$ cat src/rtl/if_fetch_unit.sv
// Instruction fetch stage: owns the PC and issues word fetches on a req/gnt/rvalid bus.
// Returned instructions are queued toward ID; a redirect flushes both queued and in-flight fetches.
module if_fetch_unit #(
    parameter int unsigned            ADDR_WIDTH  = 32,
    parameter logic [ADDR_WIDTH-1:0]  RESET_PC    = '0,
    parameter int unsigned            QUEUE_DEPTH = 2
) (
    input  logic                  clk,
    input  logic                  rst,
    input  logic                  jump_en_i,
    input  logic [ADDR_WIDTH-1:0] jump_addr_i,
    output logic                  ibus_req_o,
    output logic [ADDR_WIDTH-1:0] ibus_addr_o,
    input  logic                  ibus_gnt_i,
    input  logic                  ibus_rvalid_i,
    input  logic [31:0]           ibus_rdata_i,
    output logic                  inst_valid_o,
    output logic [31:0]           inst_o,
    output logic [ADDR_WIDTH-1:0] inst_addr_o,
    input  logic                  inst_ready_i
);

    localparam int unsigned PTR_W = (QUEUE_DEPTH > 1) ? $clog2(QUEUE_DEPTH) : 1;
    localparam int unsigned CNT_W = PTR_W + 1;
    localparam int unsigned OCC_W = CNT_W + 1;
    localparam logic [31:0] NOP   = 32'h0000_0013;

    typedef enum logic {
        S_BOOT,
        S_RUN
    } state_t;

    state_t state_q, state_d;

    logic [ADDR_WIDTH-1:0] pc_q;
    logic [CNT_W-1:0]      outstanding_q, outstanding_next;
    logic [CNT_W-1:0]      discard_q;

    logic [ADDR_WIDTH-1:0] tag_mem [QUEUE_DEPTH];
    logic [PTR_W-1:0]      tag_wr_q, tag_rd_q;

    logic [31:0]           q_inst [QUEUE_DEPTH];
    logic [ADDR_WIDTH-1:0] q_addr [QUEUE_DEPTH];
    logic [PTR_W-1:0]      q_wr_q, q_rd_q;
    logic [CNT_W-1:0]      q_count_q;

    logic                  can_issue, fire, pop, push, drop;
    logic [OCC_W-1:0]      occupancy;
    logic [1:0]            unused_jump_low;

    assign unused_jump_low = jump_addr_i[1:0];

    assign inst_valid_o = (q_count_q != '0);
    assign inst_o       = q_inst[q_rd_q];
    assign inst_addr_o  = q_addr[q_rd_q];
    assign ibus_addr_o  = pc_q;

    // Credit counts the head leaving this cycle so a depth-2 queue sustains one fetch per cycle.
    assign pop       = inst_valid_o && inst_ready_i;
    assign occupancy = OCC_W'(q_count_q) + OCC_W'(outstanding_q) - OCC_W'(pop);

    always_ff @(posedge clk or posedge rst) begin
        if (rst) begin
            state_q <= S_BOOT;
        end else begin
            state_q <= state_d;
        end
    end

    always_comb begin
        state_d    = state_q;
        can_issue  = 1'b0;
        ibus_req_o = 1'b0;
        case (state_q)
            S_BOOT: begin
                state_d = S_RUN;
            end
            S_RUN: begin
                can_issue  = (occupancy < OCC_W'(QUEUE_DEPTH));
                ibus_req_o = can_issue && !jump_en_i;
            end
            default: state_d = S_BOOT;
        endcase
    end

    // A grant coinciding with a redirect is still a real bus transaction, so it is tracked.
    assign fire             = can_issue && ibus_gnt_i;
    assign drop             = (discard_q != '0) || jump_en_i;
    assign push             = ibus_rvalid_i && !drop;
    assign outstanding_next = outstanding_q + CNT_W'(fire) - CNT_W'(ibus_rvalid_i);

    always_ff @(posedge clk or posedge rst) begin
        if (rst) begin
            pc_q          <= RESET_PC;
            outstanding_q <= '0;
            discard_q     <= '0;
            tag_wr_q      <= '0;
            tag_rd_q      <= '0;
            for (int i = 0; i < int'(QUEUE_DEPTH); i++) begin
                tag_mem[i] <= '0;
            end
        end else begin
            outstanding_q <= outstanding_next;
            if (jump_en_i) begin
                pc_q <= {jump_addr_i[ADDR_WIDTH-1:2], 2'b00};
            end else if (fire) begin
                pc_q <= pc_q + ADDR_WIDTH'(4);
            end
            if (fire) begin
                tag_mem[tag_wr_q] <= pc_q;
                tag_wr_q          <= tag_wr_q + 1'b1;
            end
            if (ibus_rvalid_i) begin
                tag_rd_q <= tag_rd_q + 1'b1;
            end
            // Everything still in flight after this cycle belongs to the old stream.
            if (jump_en_i) begin
                discard_q <= outstanding_next;
            end else if (ibus_rvalid_i && (discard_q != '0)) begin
                discard_q <= discard_q - 1'b1;
            end
        end
    end

    always_ff @(posedge clk or posedge rst) begin
        if (rst) begin
            q_wr_q    <= '0;
            q_rd_q    <= '0;
            q_count_q <= '0;
            for (int i = 0; i < int'(QUEUE_DEPTH); i++) begin
                q_inst[i] <= NOP;
                q_addr[i] <= '0;
            end
        end else if (jump_en_i) begin
            q_wr_q    <= '0;
            q_rd_q    <= '0;
            q_count_q <= '0;
        end else begin
            if (push) begin
                q_inst[q_wr_q] <= ibus_rdata_i;
                q_addr[q_wr_q] <= tag_mem[tag_rd_q];
                q_wr_q         <= q_wr_q + 1'b1;
            end
            if (pop) begin
                q_rd_q <= q_rd_q + 1'b1;
            end
            q_count_q <= q_count_q + CNT_W'(push) - CNT_W'(pop);
        end
    end

endmodule

$ cat config.mk
export PLATFORM = sky130hd
export DESIGN_NAME = if_fetch_unit
export DESIGN_NICKNAME = d
export VERILOG_FILES = /design/src/rtl/if_fetch_unit.sv
export SDC_FILE = /design/constraint.sdc
export NUM_CORES = 1
export LEC_CHECK = 0
export ABC_AREA = 1
export CAP_MARGIN = 5
export CORE_MARGIN = 2
export CORE_UTILIZATION = 64
export DETAILED_ROUTE_END_ITERATION = 8
export DONT_BUFFER_PORTS = 1
export PLACE_DENSITY = 0.8
export SYNTH_ARGS = -nofsm -noshare
export SYNTH_HDL_FRONTEND = slang
export SYNTH_SLANG_ARGS = --single-unit
$ cat constraint.sdc
create_clock -name clk -period 9.26 [get_ports clk]
set_input_delay 1.852 -clock clk [delete_from_list [all_inputs] [get_ports clk]]
set_output_delay 1.852 -clock clk [all_outputs]
set_load 0.03 [all_outputs]
Word level (Yosys, flattened, before mapping)
Cells that the tools add are included.
W data, S select, Z words.
{ "totals": {"wordCells": 83, "regBits": 235, "inputBits": 70} }
{ "classes": {"bitwise": 5, "n_mux": 27, "addsub": 12, "magnitude_cmp": 7, "n_reduce_logical": 17} }
{ "ops": {"columns": ["operator", "count"], "rows": [
  ["$mux W32", 13],
  ["$bwmux W64", 3],
  ["$demux W32 S1", 2],
  ["$add A32 B3 Y32 const B", 1],
  ["$reduce_bool A2 Y1", 6],
  ["$ge A2 B2 Y1 const B", 4],
  ["$not A1 Y2", 4],
  ["$logic_and A1 B1 Y1", 7],
  ["$mux W1", 6],
  ["$mux W2", 3],
  ["$add A1 B1 Y1 const B", 4],
  ["$add A2 B1 Y2", 2],
  ["$lt A2 B1 Y1 const B", 2],
  ["$sub A2 B1 Y2", 2],
  ["$add A2 B2 Y3", 1],
  ["$lt A3 B2 Y1 const B", 1],
  ["$sub A3 B1 Y3", 1],
  ["$logic_not A1 Y1", 2],
  ["$reduce_and A2 Y1", 1],
  ["$sub A2 B1 Y2 const B", 1],
  ["$logic_or A1 B1 Y1", 1],
  ["$not A1 Y1", 1]
]} }

Logic depth before layout (Yosys ltp)
Gate-level depths: netlist of run 1.
{ "logic_depth": {"word_depth": 9, "depth_mapped": 20, "depth_no_buf": 18} }

Worst setup path before layout of run 1
Ideal clock, no wire load.
{ "synth_timing": {"kind": "input to output", "start": "input port inst_ready_i", "end": "output port ibus_req_o", "t_required_ns": 7.408, "slack_ns": 4.177, "arrival_time_ns": 3.231, "n_path_buf": 0, "cell_stages": 10, "cell_sequence": "nand2_1 > inv_1 > nand2_1 > o21ai_0 > nand2_1 > fa_1 > nand2_1 > inv_1 > nand3_1 > nor2_1"} }
{ "synth_via": {"elab_chain_cells": 5} }
{ "synth_rtl": {"columns": ["item", "line", "rtl"], "rows": [
  ["start, declared", "20", "input logic inst_ready_i"],
  ["$logic_and A1 B1 Y1", "59", "assign pop = inst_valid_o && inst_ready_i;"],
  ["$sub A3 B1 Y3", "60", "assign occupancy = OCC_W'(q_count_q) + OCC_W'(outstanding_q) - OCC_W'(pop);"],
  ["$lt A3 B2 Y1", "79", "can_issue = (occupancy < OCC_W'(QUEUE_DEPTH));"],
  ["$logic_and A1 B1 Y1", "80", "ibus_req_o = can_issue && !jump_en_i;"],
  ["$mux W1", "74", "case (state_q)"],
  ["end, declared", "12", "output logic ibus_req_o,"]
]} }
No other way between the ends.

Final worst setup path of run 1
Ends and elaborated chain as after synthesis.

==> Flow_metrics.wiki, run 1 <==
{| class="wikitable"
! Metric !! Value
|-
| Per-instance average area after synthesis || ~7.7 um2
|-
| Critical Setup Path Class || in2out
|-
| Met2 WL post-DR || about 11 mm
|-
| Total congestion overflow after global routing || 0
|-
| Clock transition at the register clock pins on the worst setup and hold paths after CTS || around 0.060 ns
|-
| Highest clock rate || 0.1908 GHz
|-
| Cell chain of the critical path || nand2_1 -> inv_1 -> nand2_1 -> o21ai_0 -> nand2_1 -> fa_1 -> nand2_1 -> inv_1 -> nand3_1 -> nor2_1
|-
| Total number of placement rows || 47
|-
| Wire length reported by the detailed router || 23.61 mm
|-
| Data arrival time of the critical path || 3.39 ns
|-
| Die area || 0.01787 mm2
|-
| CTS max path bufs || 3
|-
| Width of the die || 133.7 um
|-
| Largest net degree at the start of global routing || 108
|-
| Synthesized flop and latch total || 225
|-
| Most frequent cells in the layout || nand2_1 (543), dfrtp_1 (218), o21ai_0 (178), inv_1 (155), nand3_1 (62)
|-
| Sequential share of the synthesized area || 0.5238
|-
| Dpl cell area || 0.01080 mm2
|-
| Seq. cell area || 0.005639 mm2
|-
| Pwr Density || 352.2 mW/mm2
|-
| Router iterations before antenna repair || 8
|-
| DR top layer || met4
|-
| Hold Buf Count CTS || 0
|-
| Total CTS buffers || 23
|-
| Dominant cell type by count on the critical path || nand2_1
|-
| Ratio of cells with drive above 1 in the final layout || 0.05022
|-
| Worst clock skew on the final layout || 0.007826 ns
|-
| Critical path peak fanout || 3
|-
| Worst-Margin Slew || 1.155 ns
|-
| Setup repair after global routing missed its margin || no
|-
| Kind of end point of the critical path || output pin
|-
| Die Y || between 100 and 150 um
|-
| Unique cell type count in the Yosys netlist || 32
|-
| Headroom to the max-slew limit || 0.2219
|-
| Number of H-tree levels || 1
|-
| Combined area of the multi-input logic cells || ~0.0042 mm2
|-
| Resized cells post-CTS || 0
|-
| DRT antenna net count || 0
|-
| Fill cell count || approximately 1300
|-
| Kind of cell adding the most delay to the critical path || simple AND/OR/NAND/NOR gates
|-
| Dpl hpwl || 15.82 mm
|-
| Total of warnings raised by yosys || 0
|-
| Sum of buffers and inverters on the critical path || 2
|-
| Cell at the root of the clock tree || clkbuf_16
|-
| DR DRC count || 0
|-
| Number of buffer cells added on primary ports || 0
|-
| Gp weighted congestion || 0.9227
|-
| Utilization after layout || 0.7004
|-
| Core area || 0.01652 mm2
|-
| Setup-violating endpoint count in the final report || 0
|-
| Slowest cell on crit path || fa_1
|-
| Status || complete, no violations
|-
| Setup total negative slack || 0 ns
|-
| Placed insts || 1553
|-
| Leading cell types by total area after synthesis || dfrtp_1 (51%), nand2_1 (19%), o21ai_0 (8.3%)
|-
| Detail-routed net length per standard cell || about 15 um
|-
| Post-synth top area share || 0.5092
|-
| Setup bufs post-CTS || 0
|-
| Number of antenna violations at the first check in global routing || 0
|-
| Metal3 WL || approximately 1.7 mm
|-
| Critical path launch point type || input port
|-
| Leading cell type in the layout, fill and taps excluded || nand2_1
|-
| Number of sinks on the clock net || 225
|-
| Diode insertion count for antenna repair || 0
|-
| Vias per std cell || 5.373
|-
| Final critical-path share of the clock period || 0.5661
|-
| First-pass GRT wire length || 39.36 mm
|-
| Fin. Hold Viols || 0
|-
| Number of design-rule violations left by the first detailed-router iteration || 699
|-
| Worst-Skew Late Latency || about 0.50 ns
|-
| Post-route standard cell area excluding fillers || about 0.012 mm2
|-
| Area added between synthesis and finish || 7.533%
|-
| NumNets Final || about 1400
|-
| Maximum cell stage delay along the critical path || between 0.4 and 0.5 ns
|-
| Total routing resource utilization after global routing || 0.2704
|-
| Synth Cell Area || 0.01076 mm2
|-
| Setup slack on the worst flop-to-flop path || approximately 5.9 ns
|-
| Area leader, netlist || dfrtp_1
|-
| Maximum Capacitance Violations || 0
|-
| Final critical path time including I/O delays and setup || 5.242 ns
|-
| Pins Over Slew Limit || 0
|-
| P_leak || 5.685 nW
|-
| Count of placed standard cells in the final layout, fillers left out || about 1600
|-
| Worst IR drop on VDD || 0.2103 mV
|-
| # IOs || 168
|-
| Tightest Hold Check Type || reg2reg
|-
| Via count of the first global-routing pass || 8051
|-
| Overall via count from detail_route || 8565
|-
| TritonCTS clock tree || built
|-
| Worst Path Required || 7.41 ns
|-
| Starting utilization of the core area || 0.6513
|-
| DRT met1 WL || 10.76 mm
|-
| Post-Synthesis Cells || roughly 1400
|}
-- tightest hold or removal path, stage by stage (launching register included) --
cell and delay (ns):
dfrtp_1 0.34, nand2_1 0.05, nand2_1 0.05
-- layer usage --
| layer | vias up | GRT usage |
|---|---|---|
| met4 | 0 | 0.07033 |
| met5 | - | 0 |
| met2 | 274 | 0.4255 |
| met3 | 35 | 0.04718 |
| li1 | 4265 | - |
| met1 | 3991 | 0.3948 |
-- cell families (layout without fill, tap and decap cells) --
group	after synthesis	count (layout)	synth area share
fa+ha+maj	8	8	0.009997
other cells	2	5	0.0006978
xor+xnor	12	12	0.009765
simple gates	664	664	0.2439
compound gates	249	249	0.1242
flops	225	225	0.5238
buf+inv	233	211	0.08765
-- registers in the layout, indices dropped and copies added, names as in the netlist, 2 cells and up --
register       cells
tag_mem           60
q_inst            64
q_count_q          2
q_addr            60
ibus_addr_o       30
outstanding_q      2
discard_q          2
-- report_power, final --
part / internal [mW] / switching (mW) / leakage (nW)
logic: 0.372 / 1.03 / 2.51
registers: 1.42 / 0.320 / 2.79
clock network: 0.571 / 0.370 / 0.387
total: 2.36 / 1.72 / 5.69
-- cell type report --
cell class                      count  share of cell area
Inverter                          160             0.05254
Multi-Input combinational cell    938              0.3634
Tap cell                          220             0.02378
Clock buffer                       31             0.05578
Sequential cell                   225              0.4872
Timing Repair Buffer               10            0.006486
Clock inverter                     10             0.01081
-- final timing paths --
check                      cells after the start                      end                    from
setup / recovery                              10               ibus_req_o            inst_ready_i
hold / removal                                 2   q_addr[23]$_DFFE_PP0P_  q_addr[23]$_DFFE_PP0P_
setup reg to reg                              14  tag_mem[44]$_DFFE_PP0P_  q_count_q[1]$_DFF_PP0_
hold reg to reg                                2   q_addr[23]$_DFFE_PP0P_  q_addr[23]$_DFFE_PP0P_
max in group asynchronous                      2   q_addr[47]$_DFFE_PP0P_                     rst
min in group asynchronous                      1   q_inst[25]$_DFFE_PP0P_                     rst
-- through the flow --
stage                     power [mW]  setup slack [ns]  hold WS, ns
after floorplan                2.853             1.255       0.4417
after global placement         3.073             4.062       0.4541
after detailed placement       3.145             4.026       0.4580
after CTS                      4.101             4.022       0.4724
after global routing           4.368             3.918       0.4854
final                          4.076             4.018       0.4715
-- cell usage after synthesis --
library cell  number
nand2_1          543
dfrtp_1          219
o21ai_0          178
inv_1            156
nand3_1           62
nor2_1            45
o21ai_1           34
clkbuf_1          31
buf_2             28
o21a_1            25
xor2_1             8
buf_1              7
ha_1               7
dfstp_2            6
o211ai_1           6
buf_4              5
nor2_2             5
o21bai_1           5
xnor2_1            4
inv_2              3
buf_6              2
conb_1             2
nand4_1            2
nor2_4             2
a21oi_1            1
and2_1             1
clkinv_1           1
fa_1               1
nand2_2            1
nand3_4            1
nor3_1             1
or2_2              1
No activity file was read; power rests on OpenSTA's default activity.
==> inputs of run 2 (changes only) <==
==> constraint.sdc (replaced) <==
create_clock -name clk -period 5.5 [get_ports clk]
set_input_delay 1.1 -clock clk [delete_from_list [all_inputs] [get_ports clk]]
set_output_delay 1.1 -clock clk [all_outputs]
set_load 0.03 [all_outputs]
==> run 2 against run 1 <==
Die area stayed put. Sequential share of layout area decreased by 0.25 points. Core utilization increased by 0.36 points. Final cell count unchanged. Non-clock buffer count shrank 2. Clock power up 78%. First-iteration DRC count increased by 12%. Clock-buffer cell count increased by 6. Routed wire length rose by 0.56%. Worst setup slack worse by 2.9 ns. Critical endpoint is now inst_o[9]. Flip-flop and latch count stayed put. Power up 70%.
==> Flow_metrics.wiki, run 2 (synthesized netlist as in run 1, its figures left out) <==
{| class="wikitable"
! Metric !! Value
|-
| Status || complete, no violations
|-
| Pwr Density || 596.8 mW/mm2 (+69%)
|-
| Largest net degree at the start of global routing || 160 (+48%)
|-
| Depth of the most critical reg-to-reg path || 14 (unchanged)
|-
| Number of design-rule violations left by the first detailed-router iteration || 782 (+12%)
|-
| Most flops, register || q_inst
|-
| Setup repair after global routing missed its margin || no
|-
| Utilization after layout || 0.7039 (+0.003559)
|-
| Diode insertion count for antenna repair || 0 (unchanged)
|-
| Critical path launch point type || flip-flop
|-
| Total congestion overflow after global routing || 0 (unchanged)
|-
| Gp weighted congestion || 0.9134 (-1.0%)
|-
| Total routing resource utilization after global routing || 0.2716 (+0.001263)
|-
| CTS max path bufs || 3 (unchanged)
|-
| Maximum Capacitance Violations || 0 (unchanged)
|-
| Tightest Hold Check Type || reg2reg
|-
| Critical path peak fanout || 51 (+48)
|-
| Clock share of power || 0.240 (+0.009)
|-
| # IOs || 168 (unchanged)
|-
| Critical Setup Path Class || reg2out
|-
| Switching part of the total power || 0.4152 (-0.005597)
|-
| Post-route standard cell area excluding fillers || 0.01163 mm2 (+0.51%)
|-
| Flip-flop count of the largest register after layout || 64 (unchanged)
|-
| Largest registers || q_inst: 64 flops, q_addr: 60 flops, tag_mem: 60 flops
|-
| Slowest cell on crit path || clkinv_1
|-
| Kind of end point of the critical path || output pin
|-
| P_int || 4.060 mW (+72%)
|-
| TritonCTS clock tree || built
|-
| Startpoint of the most critical hold path || q_addr[27]$_DFFE_PP0P_
|-
| Starting utilization of the core area || 0.6513 (unchanged)
|-
| First-pass GRT wire length || 39.63 mm (+0.67%)
|-
| Pins Over Slew Limit || 0 (unchanged)
|-
| Worst reg2reg startpoint || q_count_q[1]$_DFF_PP0_
|-
| Worst-Margin Slew || 1.202 ns (+0.04683 ns)
|-
| Vias per std cell || 5.370 (about the same)
|-
| Worst IR drop on VDD || 0.2998 mV (+43%)
|-
| Detail-routed net length per standard cell || 14.89 um (+0.56%)
|-
| Hold Buf Count CTS || 0 (unchanged)
|-
| Worst-Skew Late Latency || 0.50 ns (about the same)
|-
| Worst clock skew on the final layout || 0.006030 ns (-0.001796 ns)
|-
| Seq pwr share || 0.427 (about the same)
|-
| Dpl hpwl || 15.64 mm (-1.2%)
|-
| Number of sinks on the clock net || 225 (unchanged)
|-
| Dominant cell type by count on the critical path || nand2_1
|-
| Die Y || 133.7 um (unchanged)
|-
| Worst Path Required || 4.40 ns (-3.01 ns)
|-
| DP Worst Slack || 1.396 ns (-2.629 ns)
|-
| Timing startpoint of the critical path || q_rd_q$_DFFE_PP0P_
|-
| Core area || 0.01652 mm2 (unchanged)
|-
| Setup-violating endpoint count in the final report || 0 (unchanged)
|-
| Router iterations before antenna repair || 5 (-3)
|-
| Post-layout worst setup margin || 1.154 ns (-2.864 ns)
|-
| Total power || 6.943 mW (+70%)
|-
| Via count of the first global-routing pass || 8119 (+0.84%)
|-
| DR DRC count || 0 (unchanged)
|-
| Wire length reported by the detailed router || 23.74 mm (+0.56%)
|-
| Placed insts || 1551 (-0.13%)
|-
| Cell chain of the critical path || clkinv_1 -> nand2_1 -> nand2_1
|-
| Die area || 0.01787 mm2 (unchanged)
|-
| Hold WS || 0.4694 ns (-0.002067 ns)
|-
| Setup bufs post-CTS || 0 (unchanged)
|-
| Highest clock rate || 0.2301 GHz
|-
| Headroom to the max-slew limit || 0.1903 (-0.03155)
|-
| Resized cells post-CTS || 0 (unchanged)
|-
| Fin. Hold Viols || 0 (unchanged)
|-
| Data arrival time of the critical path || 3.25 ns (-0.14 ns)
|-
| Overall via count from detail_route || 8560 (-0.058%)
|-
| Count of placed standard cells in the final layout, fillers left out || 1594 (unchanged)
|-
| Number of cells on the worst hold path || 2 (unchanged)
|-
| Setup total negative slack || 0 ns (unchanged)
|-
| Leading cell type in the layout, fill and taps excluded || nand2_1
|-
| Final critical-path share of the clock period || 0.7902
|-
| Ratio of cells with drive above 1 in the final layout || 0.04876 (-0.001456)
|-
| Cell at the root of the clock tree || clkbuf_16
|-
| DRT antenna net count || 0 (unchanged)
|-
| Area added between synthesis and finish || 8.079%
|-
| P_leak || 5.699 nW (+0.24%)
|-
| Total number of placement rows || 47 (unchanged)
|-
| Width of the die || 133.7 um (unchanged)
|-
| NumNets Final || 1435 (-0.070%)
|-
| Number of buffer cells added on primary ports || 0 (unchanged)
|-
| Net load switching power || 2.883 mW (+68%)
|-
| Final critical path time including I/O delays and setup || 4.346 ns
|-
| Number of antenna violations at the first check in global routing || 0 (unchanged)
|-
| Maximum cell stage delay along the critical path || 1.19 ns (+0.71 ns)
|-
| Clock transition at the register clock pins on the worst setup and hold paths after CTS || 0.06 ns (about the same)
|-
| Total CTS buffers || 24 (+4.3%)
|-
| Number of H-tree levels || 1 (unchanged)
|-
| Comb pwr share || 0.333 (-0.010)
|-
| Dpl cell area || 0.01080 mm2 (about the same)
|-
| Most frequent cells in the layout || nand2_1 (543), dfrtp_1 (218), o21ai_0 (178), inv_1 (155), nand3_1 (62)
|}
run 2: cell types whose count changed in the layout (fill, tap and decap cells not counted):
| cell | delta |
|---|---|
| inv_8 | -1 |
| buf_4 | -3 |
| clkinvlp_4 | +1 |
| clkbuf_8 | +2 |
| clkinv_2 | -4 |
| buf_12 | +1 |
| clkbuf_16 | +2 |
| clkbuf_1 | +2 |
run 2: layer usage:
metal	track usage	up-vias	wire, um
met2	0.4318	295	10820
met3	0.04072	43	1631
met4	0.07920	0	543
li1	-	4263	-
met5	0	-	0
met1	0.3931	3959	10740
run 2: final cells by class:
class | instances | area [um2]
Tap cell | 220 | 275.3
Multi-Input combinational cell | 938 | 4205
Timing Repair Buffer | 8 | 72.57
Inverter | 160 | 604.3
Sequential cell | 225 | 5639
Clock buffer | 37 | 730.7
Fill cell | 1340 | 4892
Clock inverter | 6 | 105.1
run 2: final timing paths:
kind                                                     to  slack [ns]
worst max-delay path                              inst_o[9]        1.15
worst min-delay path                 q_addr[27]$_DFFE_PP0P_        0.47
worst max register to register      tag_mem[29]$_DFFE_PP0P_        1.72
worst min register to register       q_addr[27]$_DFFE_PP0P_        0.47
max in group asynchronous       ibus_addr_o[27]$_DFFE_PP0P_        4.17
min in group asynchronous            q_addr[37]$_DFFE_PP0P_        0.71
run 2: critical path: cells and delay by family (launching register included):
| family | cells | cell delay [ns] |
|---|---|---|
| buffers and inverters | 1 | 1.19 |
| flip-flops | 1 | 0.97 |
| AND/OR/NAND/NOR | 2 | 0.54 |
run 2: power by group through the flow:
stage               combinational (mW)  sequential, mW  clock [mW]
floorplan                         1.99            2.81           0
global placement                  2.22            2.95           0
detailed placement                2.30            2.98           0
CTS                               2.33            2.95        1.69
global route                      2.63            3.05        1.76
finish                            2.31            2.96        1.67
==> inputs of run 3 (changes only) <==
==> constraint.sdc (replaced) <==
create_clock -name clk -period 4.35 [get_ports clk]
set_input_delay 0.87 -clock clk [delete_from_list [all_inputs] [get_ports clk]]
set_output_delay 0.87 -clock clk [all_outputs]
set_load 0.03 [all_outputs]
==> run 3 against run 2 <==
Non-clock buffer count increased by 4. Largest cell class unchanged. Sequential share of layout area increased by 0.089 points. Core utilization decreased by 0.13 points. Flip-flop and latch count unchanged. First-iteration DRC count decreased by 10%. Clock-buffer cell count increased by 1.
==> Flow_metrics.wiki, run 3 (synthesized netlist as in run 1, its figures left out) <==
{| class="wikitable"
! Metric !! Value
|-
| Worst IR drop on VDD || 0.3619 mV (+21%)
|-
| Number of sinks on the clock net || 225 (unchanged)
|-
| Via count of the first global-routing pass || 7948 (-2.1%)
|-
| CTS max path bufs || 3 (unchanged)
|-
| Largest net degree at the start of global routing || 113 (-29%)
|-
| Post-layout worst setup margin || 0.6691 ns (-0.4847 ns)
|-
| Total CTS buffers || 23 (-4.2%)
|-
| Die area || 0.01787 mm2 (unchanged)
|-
| Router iterations before antenna repair || 7 (+2)
|-
| NumNets Final || 1438 (+0.21%)
|-
| Highest clock rate || 0.2717 GHz
|-
| Width of the die || 133.7 um (unchanged)
|-
| Worst-Skew Late Latency || 0.50 ns (about the same)
|-
| Largest registers || q_inst: 64 flops, q_addr: 60 flops, tag_mem: 60 flops
|-
| Maximum Capacitance Violations || 0 (unchanged)
|-
| Kind of end point of the critical path || output pin
|-
| Pwr Density || 744.4 mW/mm2 (+25%)
|-
| Number of H-tree levels || 1 (unchanged)
|-
| Detail-routed net length per standard cell || 14.72 um (-1.2%)
|-
| Wire length reported by the detailed router || 23.49 mm (-1.0%)
|-
| DR DRC count || 0 (unchanged)
|-
| Cell at the root of the clock tree || clkbuf_16
|-
| First-pass GRT wire length || 38.81 mm (-2.1%)
|-
| Resized cells post-CTS || 0 (unchanged)
|-
| Timing startpoint of the critical path || q_count_q[1]$_DFF_PP0_
|-
| Setup total negative slack || 0 ns (unchanged)
|-
| Worst clock skew on the final layout || 0.007247 ns (+0.001217 ns)
|-
| Gp weighted congestion || 0.9144 (+0.11%)
|-
| Final critical-path share of the clock period || 0.8462
|-
| Data arrival time of the critical path || 2.81 ns (-0.44 ns)
|-
| Most frequent cells in the layout || nand2_1 (543), dfrtp_1 (218), o21ai_0 (178), inv_1 (155), nand3_1 (62)
|-
| Die Y || 133.7 um (unchanged)
|-
| Critical path launch point type || flip-flop
|-
| # IOs || 168 (unchanged)
|-
| Worst-Margin Slew || 1.197 ns (-0.004469 ns)
|-
| Ratio of cells with drive above 1 in the final layout || 0.05087 (+0.002109)
|-
| Number of buffer cells added on primary ports || 0 (unchanged)
|-
| Vias per std cell || 5.442 (+1.3%)
|-
| TritonCTS clock tree || built
|-
| Area added between synthesis and finish || 7.882%
|-
| Setup repair after global routing missed its margin || no
|-
| Setup bufs post-CTS || 0 (unchanged)
|-
| Pins Over Slew Limit || 0 (unchanged)
|-
| Worst reg2reg startpoint || q_count_q[1]$_DFF_PP0_
|-
| Number of design-rule violations left by the first detailed-router iteration || 703 (-10%)
|-
| Total routing resource utilization after global routing || 0.2645 (-0.007111)
|-
| Flip-flop count of the largest register after layout || 64 (unchanged)
|-
| Clock transition at the register clock pins on the worst setup and hold paths after CTS || 0.06 ns (about the same)
|-
| Core area || 0.01652 mm2 (unchanged)
|-
| Total congestion overflow after global routing || 0 (unchanged)
|-
| Fin. Hold Viols || 0 (unchanged)
|-
| Critical path peak fanout || 3 (-94%)
|-
| Number of antenna violations at the first check in global routing || 0 (unchanged)
|-
| Leading cell type in the layout, fill and taps excluded || nand2_1
|-
| Headroom to the max-slew limit || 0.1933 (+0.003011)
|-
| Tightest Hold Check Type || in2async
|-
| P_leak || 5.693 nW (-0.11%)
|-
| Final critical path time including I/O delays and setup || 3.681 ns
|-
| Most flops, register || q_inst
|-
| Critical Setup Path Class || reg2out
|-
| Overall via count from detail_route || 8686 (+1.5%)
|-
| Hold Buf Count CTS || 0 (unchanged)
|-
| Total number of placement rows || 47 (unchanged)
|-
| Diode insertion count for antenna repair || 0 (unchanged)
|-
| DP Worst Slack || 1.036 ns (-0.3598 ns)
|-
| Status || complete, no violations
|-
| Worst Path Required || 3.48 ns (-0.92 ns)
|-
| Fill cell count || 1308 (-2.4%)
|-
| Starting utilization of the core area || 0.6513 (unchanged)
|-
| Dpl hpwl || 15.69 mm (+0.37%)
|-
| Setup-violating endpoint count in the final report || 0 (unchanged)
|-
| DRT antenna net count || 0 (unchanged)
|}
run 3: cell count changes in the layout (fill, tap and decap cells not counted), sizes merged:
cell | previous run | this run
buf | 8 | 12
clkinv | 4 | 3
clkbuf | 37 | 38
bufinv | 3 | 1
run 3: metrics by stage:
step                      cells    util  cell area [um2]  hold slack, ns  total power [mW]
final                      1596  0.7027            11610          0.1536             8.644
after floorplan            1396       -            10780          0.4417             6.074
after global placement     1555  0.6559            10840          0.4536             6.537
after global routing       1596  0.7027            11610          0.1493             9.240
after CTS                  1596  0.7027            11610          0.1445             8.678
after detailed placement   1555  0.6559            10840          0.4591             6.684
run 3: final cells by class:
class | instances | area (um2) | area share
well taps | 220 | 275.3 | 0.02371
clock inverters | 3 | 40.04 | 0.003448
flip-flops and latches | 225 | 5639 | 0.4857
clock buffers | 38 | 732.0 | 0.06304
inverters | 160 | 604.3 | 0.05205
repair buffers | 12 | 115.1 | 0.009914
multi-input cells | 938 | 4205 | 0.3622
run 3: layer usage:
metal	up-vias	wire, um	GRT usage	part of all wire
met3	34	1742	0.04452	0.074
met1	4068	10550	0.3926	0.45
met4	0	482	0.07565	0.021
met5	-	0	0	0
met2	314	10720	0.4069	0.46
li1	4270	-	-	-
run 3: worst max-delay path: stages (launching register included):
cell and delay, ns:
dfrtp_1 0.37, inv_1 0.07, nand2_1 0.26, nand2_1 0.19, inv_1 0.12, nand2_1 0.07, o21ai_0 0.08, nand2_1 0.08
fa_1 0.48, nand2_1 0.05, inv_1 0.06, nand3_1 0.07, nor2_1 0.42
run 3: power breakdown:
part / leakage (nW) / switching (mW) / internal [mW]
combinational: 2.52 / 2.14 / 0.796
clock: 0.383 / 0.772 / 1.20
sequential: 2.79 / 0.719 / 3.02
run 3: worst paths after layout:
check / to / slack (ns) / depth (start not counted)
worst max-delay path: ibus_req_o / 0.67 / 12
worst min-delay path: q_addr[34]$_DFFE_PP0P_ / 0.15 / 1
worst max register to register: tag_mem[22]$_DFFE_PP0P_ / 1.12 / 16
worst min register to register: q_addr[30]$_DFFE_PP0P_ / 0.47 / 2
max in group asynchronous: q_inst[40]$_DFFE_PP0P_ / 3.23 / 2
min in group clk: q_count_q[0]$_DFF_PP0_ / 0.44 / 1
